===== config.mk =====
export PLATFORM = sky130hd
export DESIGN_NAME = mem_port_arbiter
export DESIGN_NICKNAME = d
export VERILOG_FILES = /design/src/rtl/mem_port_arbiter.sv
export SDC_FILE = /design/constraint.sdc
export NUM_CORES = 1
export LEC_CHECK = 0
export ABC_AREA = 1
export ABC_CLOCK_PERIOD_IN_PS = 1460
export CAP_MARGIN = 20
export CORE_AREA = 8 8 80 82
export CTS_BUF_LIST = sky130_fd_sc_hd__clkbuf_4 sky130_fd_sc_hd__clkbuf_8
export CTS_CLUSTER_DIAMETER = 50
export DETAILED_ROUTE_END_ITERATION = 16
export DIE_AREA = 0 0 88 90
export PLACE_DENSITY = 0.8
export SYNTH_ARGS = -nofsm -noshare
export SYNTH_HDL_FRONTEND = slang
export SYNTH_SLANG_ARGS = --single-unit

===== constraint.sdc =====
create_clock -name clk -period 1.46 [get_ports clk]
set_clock_uncertainty 0.1 [all_clocks]
set_input_delay 0.146 -clock clk [delete_from_list [all_inputs] [get_ports clk]]
set_output_delay 0.146 -clock clk [all_outputs]
set_load 0.05 [all_outputs]

===== src/rtl/mem_port_arbiter.sv =====
// Round-robin arbiter sharing one sync-read RAM between CPU (port 0) and loader (port 1); req->ack latency 2 cycles, 3 cycles per access.
// One access in flight; losers hold req until ack. Define MEM_ARB_LOCK_EN to honour lock0/lock1 (grant hold), otherwise they are ignored.
module mem_port_arbiter #(
    parameter int AW = 8,
    parameter int DW = 16
) (
    input  logic          clk,
    input  logic          reset,
    input  logic          req0,
    input  logic [AW-1:0] addr0,
    input  logic [DW-1:0] wdata0,
    input  logic          we0,
    output logic          ack0,
    output logic [DW-1:0] rdata0,
    input  logic          req1,
    input  logic [AW-1:0] addr1,
    input  logic [DW-1:0] wdata1,
    input  logic          we1,
    output logic          ack1,
    output logic [DW-1:0] rdata1,
    input  logic          lock0,
    input  logic          lock1,
    output logic [AW-1:0] mem_addr,
    output logic [DW-1:0] mem_wdata,
    output logic          mem_we,
    input  logic [DW-1:0] mem_rdata,
    output logic          busy
);

    localparam logic [1:0] ST_IDLE = 2'd0;
    localparam logic [1:0] ST_ACC  = 2'd1;
    localparam logic [1:0] ST_RESP = 2'd2;

    logic [1:0]    state_q, state_d;
    logic          gnt_q, gnt_d;
    logic          last_q, last_d;
    logic [AW-1:0] mem_addr_q, mem_addr_d;
    logic [DW-1:0] mem_wdata_q, mem_wdata_d;
    logic          mem_we_q, mem_we_d;

    logic          win_vld;
    logic          win_port;
    logic [AW-1:0] win_addr;
    logic [DW-1:0] win_wdata;
    logic          win_we;

`ifdef MEM_ARB_LOCK_EN
    logic          lock_hold_q, lock_hold_d;
    logic          hold_act;

    // The hold only binds while the held port is still asking; otherwise it is released.
    assign hold_act = lock_hold_q && (gnt_q ? req1 : req0);
`else
    logic          unused_lock;

    assign unused_lock = lock0 ^ lock1;
`endif

    always_comb begin
        win_vld  = req0 | req1;
        win_port = 1'b0;
        if (req0 && req1) begin
            win_port = ~last_q;
        end else if (req1) begin
            win_port = 1'b1;
        end
`ifdef MEM_ARB_LOCK_EN
        if (hold_act) begin
            win_vld  = 1'b1;
            win_port = gnt_q;
        end
`endif
    end

    assign win_addr  = win_port ? addr1  : addr0;
    assign win_wdata = win_port ? wdata1 : wdata0;
    assign win_we    = win_port ? we1    : we0;

    always_comb begin
        state_d     = state_q;
        gnt_d       = gnt_q;
        last_d      = last_q;
        mem_addr_d  = mem_addr_q;
        mem_wdata_d = mem_wdata_q;
        mem_we_d    = mem_we_q;
`ifdef MEM_ARB_LOCK_EN
        lock_hold_d = lock_hold_q;
`endif
        case (state_q)
            ST_IDLE: begin
`ifdef MEM_ARB_LOCK_EN
                lock_hold_d = 1'b0;
`endif
                if (win_vld) begin
                    mem_addr_d  = win_addr;
                    mem_wdata_d = win_wdata;
                    mem_we_d    = win_we;
                    gnt_d       = win_port;
                    last_d      = win_port;
                    state_d     = ST_ACC;
                end else begin
                    mem_we_d    = 1'b0;
                end
            end
            ST_ACC: begin
                // Write strobe lives for the ACC cycle only.
                mem_we_d = 1'b0;
                state_d  = ST_RESP;
            end
            ST_RESP: begin
`ifdef MEM_ARB_LOCK_EN
                lock_hold_d = gnt_q ? lock1 : lock0;
`endif
                state_d = ST_IDLE;
            end
            default: begin
                mem_we_d = 1'b0;
                state_d  = ST_IDLE;
            end
        endcase
    end

    always_ff @(posedge clk) begin
        if (reset) begin
            state_q     <= ST_IDLE;
            gnt_q       <= 1'b0;
            last_q      <= 1'b1;
            mem_addr_q  <= '0;
            mem_wdata_q <= '0;
            mem_we_q    <= 1'b0;
`ifdef MEM_ARB_LOCK_EN
            lock_hold_q <= 1'b0;
`endif
        end else begin
            state_q     <= state_d;
            gnt_q       <= gnt_d;
            last_q      <= last_d;
            mem_addr_q  <= mem_addr_d;
            mem_wdata_q <= mem_wdata_d;
            mem_we_q    <= mem_we_d;
`ifdef MEM_ARB_LOCK_EN
            lock_hold_q <= lock_hold_d;
`endif
        end
    end

    // RAM read data arrives in RESP and is steered straight to the granted port.
    assign ack0      = (state_q == ST_RESP) && !gnt_q;
    assign ack1      = (state_q == ST_RESP) &&  gnt_q;
    assign rdata0    = ack0 ? mem_rdata : '0;
    assign rdata1    = ack1 ? mem_rdata : '0;
    assign busy      = (state_q != ST_IDLE);
    assign mem_addr  = mem_addr_q;
    assign mem_wdata = mem_wdata_q;
    assign mem_we    = mem_we_q;

endmodule


# Yosys cells after proc, flatten, opt, wreduce, memory -nomap -nowiden

Cells that the tools add are included.

Equality and inequality tests: 3
Mux-type cells: 11
Bitwise logic cells: 2
Reductions and logical operators: 7

Operators by type and width:

| operator                                      | count |
|---|---|
| 2-to-1 mux 16 bit                             | 3 |
| 2-to-1 mux 8 bit                              | 1 |
| 2-to-1 mux 1 bit                              | 4 |
| case mux 2 bit (2 select lines)               | 1 |
| logical AND 1 bit                             | 3 |
| == test 2 x 1 -> 1 bit, second input constant | 1 |
| == test 2 bit, second input constant          | 1 |
| zero test 2 bit                               | 1 |
| 2-to-1 mux 2 bit                              | 1 |
| != test 2 bit, second input constant          | 1 |
| case mux 1 bit (2 select lines)               | 1 |
| AND reduction 2 bit                           | 1 |
| nonzero test 2 bit                            | 1 |
| zero test 1 bit                               | 1 |
| inverter 1 bit                                | 1 |
| OR 1 bit                                      | 1 |

Register bits after elaboration: 29
Input port bits: 72
Output and inout port bits: 60
Logic and storage cells: 29

# Longest topological paths before layout

Word-level depth: 5
Gate-level depth with buffers: 8

# Worst setup path before layout

Ideal clock, no wire load.

Kind: reg2out
Start point: register state_q[0]
End point: output port rdata1[10]
Data arrival time: 2220 ps
Data required time: 1214 ps
Setup slack: -1006 ps
Cell stages (with the launch flop): 7
Path buffers: 1
Path through: dfxtp_1 -> inv_2 -> nand2_1 -> nor2_1 -> inv_1 -> buf_6 -> nor2_1

Cells in the longest elaborated chain, start to end: 3

Ends and longest elaborated chain:

| item                     | line | text |
|---|---|---|
| start: declaration       | 34   | `logic [1:0] state_q, state_d;` |
| start signal: assignment | 135  | `state_q <= state_d;` |
| == test 2 bit            | 149  | `assign ack1 = (state_q == ST_RESP) && gnt_q;` |
| logical AND 1 bit        | 149  |  |
| via ack1                 | 19   | `output logic ack1,` |
| 2-to-1 mux 16 bit        | 151  | `assign rdata1 = ack1 ? mem_rdata : '0;` |
| end: declaration         | 20   | `output logic [DW-1:0] rdata1,` |

The timed path passes the listed nets, and every way through them passes these cells.

# Worst setup path after layout

Start point: register state_q[0]
End point: output port rdata0[7]

Cells in the longest elaborated chain, start to end: 3

Ends and longest elaborated chain:

| item              | line | text |
|---|---|---|
| == test 2 bit     | 148  | `assign ack0 = (state_q == ST_RESP) && !gnt_q;` |
| logical AND 1 bit | 148  |  |
| 2-to-1 mux 16 bit | 150  | `assign rdata0 = ack0 ? mem_rdata : '0;` |
| end: declaration  | 14   | `output logic [DW-1:0] rdata0,` |

Every way passes these cells.

==> qor.txt <==
Synth Cell Area: 1690 µm²
Final setup violation count: 33
Cells after synthesis: 289
Total power: 3.27 mW
DRC errors left: 0
# IOs: 132
Hold_sp: state_q[1]
Core area: 5240 µm²
Status: finished with violations
Share of layout cells above drive strength 1: 33.7%
Hold path depth: 1
Power per standard cell area: 770 nW/µm²
Hold EP: state_q[1]
Die height: 90 µm
Syn Area/Cell: 5.85 µm²
Final hold violations: 0
# hold bufs at CTS: 0
Global-route wire length before repair: 11.5 mm
Die area: 7920 µm²
Minimum clock period: 1.58 ns
Largest family of logic cells by synthesized area: simple AND/OR/NAND/NOR gates
FF-to-FF Start: state_q[0]
Fmax: 0.631 GHz
XOR/XNOR Fraction of Synth Area: 0%
Syn Nets: 361
CTS Buffer Depth: 2
Peak VDD IR: 0.593 mV
DR WL/cell: 15.3 µm
CP Capture Type: output pin
CTS root buffer: clkbuf_8
Final hold slack: 0.355 ns
Final worst path period share: 109%
Register bit total from synthesis: 29
# rows: 27
Post-synthesis simple-gate area fraction: 40.2%
Final Worst Setup Slack: -0.125 ns
CTS tree: yes
Synth Area in Compound Gates: 7.92%
Final wirelength: 7.70 mm
Area grow syn2layout: 152%
Final setup TNS: -2.77 ns
Chip Width: 88 µm
GPL Wtd Cong: 0.795
FF-to-FF setup slack: 0.04 ns
Antenna diode instance count: 0
Port bufs: 129
Worst-path maximum fanout: 8
Nets: 504
Vias in the first global route: 2,315
Path depth of the worst reg2reg path: 9
R2R Path End: mem_addr[1]
Dpl hpwl: 5.62 mm
Max-slew violation count: 0
Starting Density: 32.3%
Leak Pwr: 1.87 nW
Post-Synth Adder-Cell Area: 0%
Measured slew at the worst slew-check pin: 0.222 ns
WS Path Type: flip-flop to output pin
Drt first-iter violations: 74
Routed Antenna Nets: 0
Worst-skew pair later-pin latency: 0.27 ns
Register area share after synthesis: 34.3%
Setup crit start kind: flip-flop
Clock Sinks: 29
Pre-CTS WS: -0.131 ns
Vias: 2,242
Class of the worst hold path: flip-flop to flip-flop
Number of max-cap violations: 0
Synth cell types: 19
Syn. warnings: 0
Post-synthesis mux area share: 0%
Number of buffers created by CTS: 5
Mean number of vias per cell: 4.44
Worst Path Arrival: 1.34 ns
Commonest non-fill, non-tap cells in the layout: clkdlybuf4s50_1 (69), buf_12 (65), nor2_1 (64)
RSZ-0062 raised after global routing: true
Largest net degree at the start of global routing: 48
Grt ovf: 0
Global Route Usage Sum: 18.2%
Required @ worst endpoint: 1.21 ns
Initial antenna violation count: 0
Final cell utilization of the core: 81.2%
Clock-pin slew on the worst setup and hold paths: 0.06 ns
H-Tree Depth: 2
First-pass detailed-route iteration total: 4
Most common cell after layout, fill and taps aside: clkdlybuf4s50_1
Failing checks: setup timing
Rel. slew slack: 85.1%
## sequential cells by signal, summed over array words and instances, names as in the netlist
register / cells
mem_wdata: 16
mem_addr: 8
state_q: 2
gnt_q: 1
last_q: 1
mem_we: 1
## cell usage after synthesis (all sizes together)
master,number,area share (%)
nor2,109,26
nand2,56,13
inv,50,11
dfxtp,29,34
o21ai,24,7.1
buf,12,6.0
nand3,4,1.2
a21oi,2,0.81
clkbuf,2,0.44
nor3,1,0.30
## worst max-delay path by stage
stage / from / cells after the start / slack [ns] / end
finish: state_q[0] / 7 / -0.12 / rdata0[7]
global route: state_q[0] / 7 / -0.16 / rdata0[7]
CTS: state_q[0] / 7 / -0.08 / ack0
detailed placement: req1 / 6 / -0.13 / mem_addr[1]
global placement: req1 / 7 / -0.08 / mem_wdata[15]
floorplan: state_q[0] / 6 / -0.14 / rdata1[10]
## worst max-delay path, cell delays in order, from the launching register on
cell	delay (ns)
dfxtp_2	0.32
inv_2	0.07
nand2_4	0.07
nor2_4	0.12
buf_12	0.14
inv_8	0.07
nor2_4	0.13
buf_12	0.15
## per-stage QoR
stage | instance area [µm²] | instances
2_1_floorplan | 1920 | 289
3_3_place_gp | 3870 | 484
3_5_place_dp | 3870 | 484
4_1_cts | 4120 | 500
5_1_grt | 4250 | 505
6_report | 4250 | 505
## power by group
group / total (mW) / switching (mW) / internal, mW
Combinational: 1.57 / 0.792 / 0.777
Clock: 0.731 / 0.305 / 0.425
Sequential: 0.975 / 0.0934 / 0.882
Total: 3.27 / 1.19 / 2.08
## layout make-up
cell class | count | area [µm²]
timing repair buffer | 148 | 2160
multi-input combinational | 196 | 1080
clock inverter | 1 | 5.00
fill | 318 | 982
inverter | 50 | 203
sequential | 29 | 589
tap | 72 | 90.1
timing repair inverter | 2 | 22.5
clock buffer | 7 | 96.3
## repair_timing
item / 4_1_cts / 5_1_grt
buffers inserted: 6 / 2
endpoints found under the hold margin: 0 / 0
resized for setup: 23 / 13
setup endpoints to repair: 32 / 38
cloned: 2 / 4
pin swaps: 5 / 6
## routing by layer
metal | up-vias | wire [µm] | GRT usage (%)
met5 | - | 0 | 0
li1 | 1127 | - | -
met3 | 8 | 815 | 7.37
met4 | 0 | 82 | 4.45
met2 | 111 | 3850 | 31.5
met1 | 996 | 2960 | 19.8
## logic make-up (layout without fill, tap and decap cells)
logic type / count (synthesis) / after routing
DFF: 29 / 29
AOI/OAI and AO/OA: 26 / 26
buffers and inverters: 64 / 208
and+or+nand+nor: 170 / 170
No activity file was read; power rests on OpenSTA's default activity.
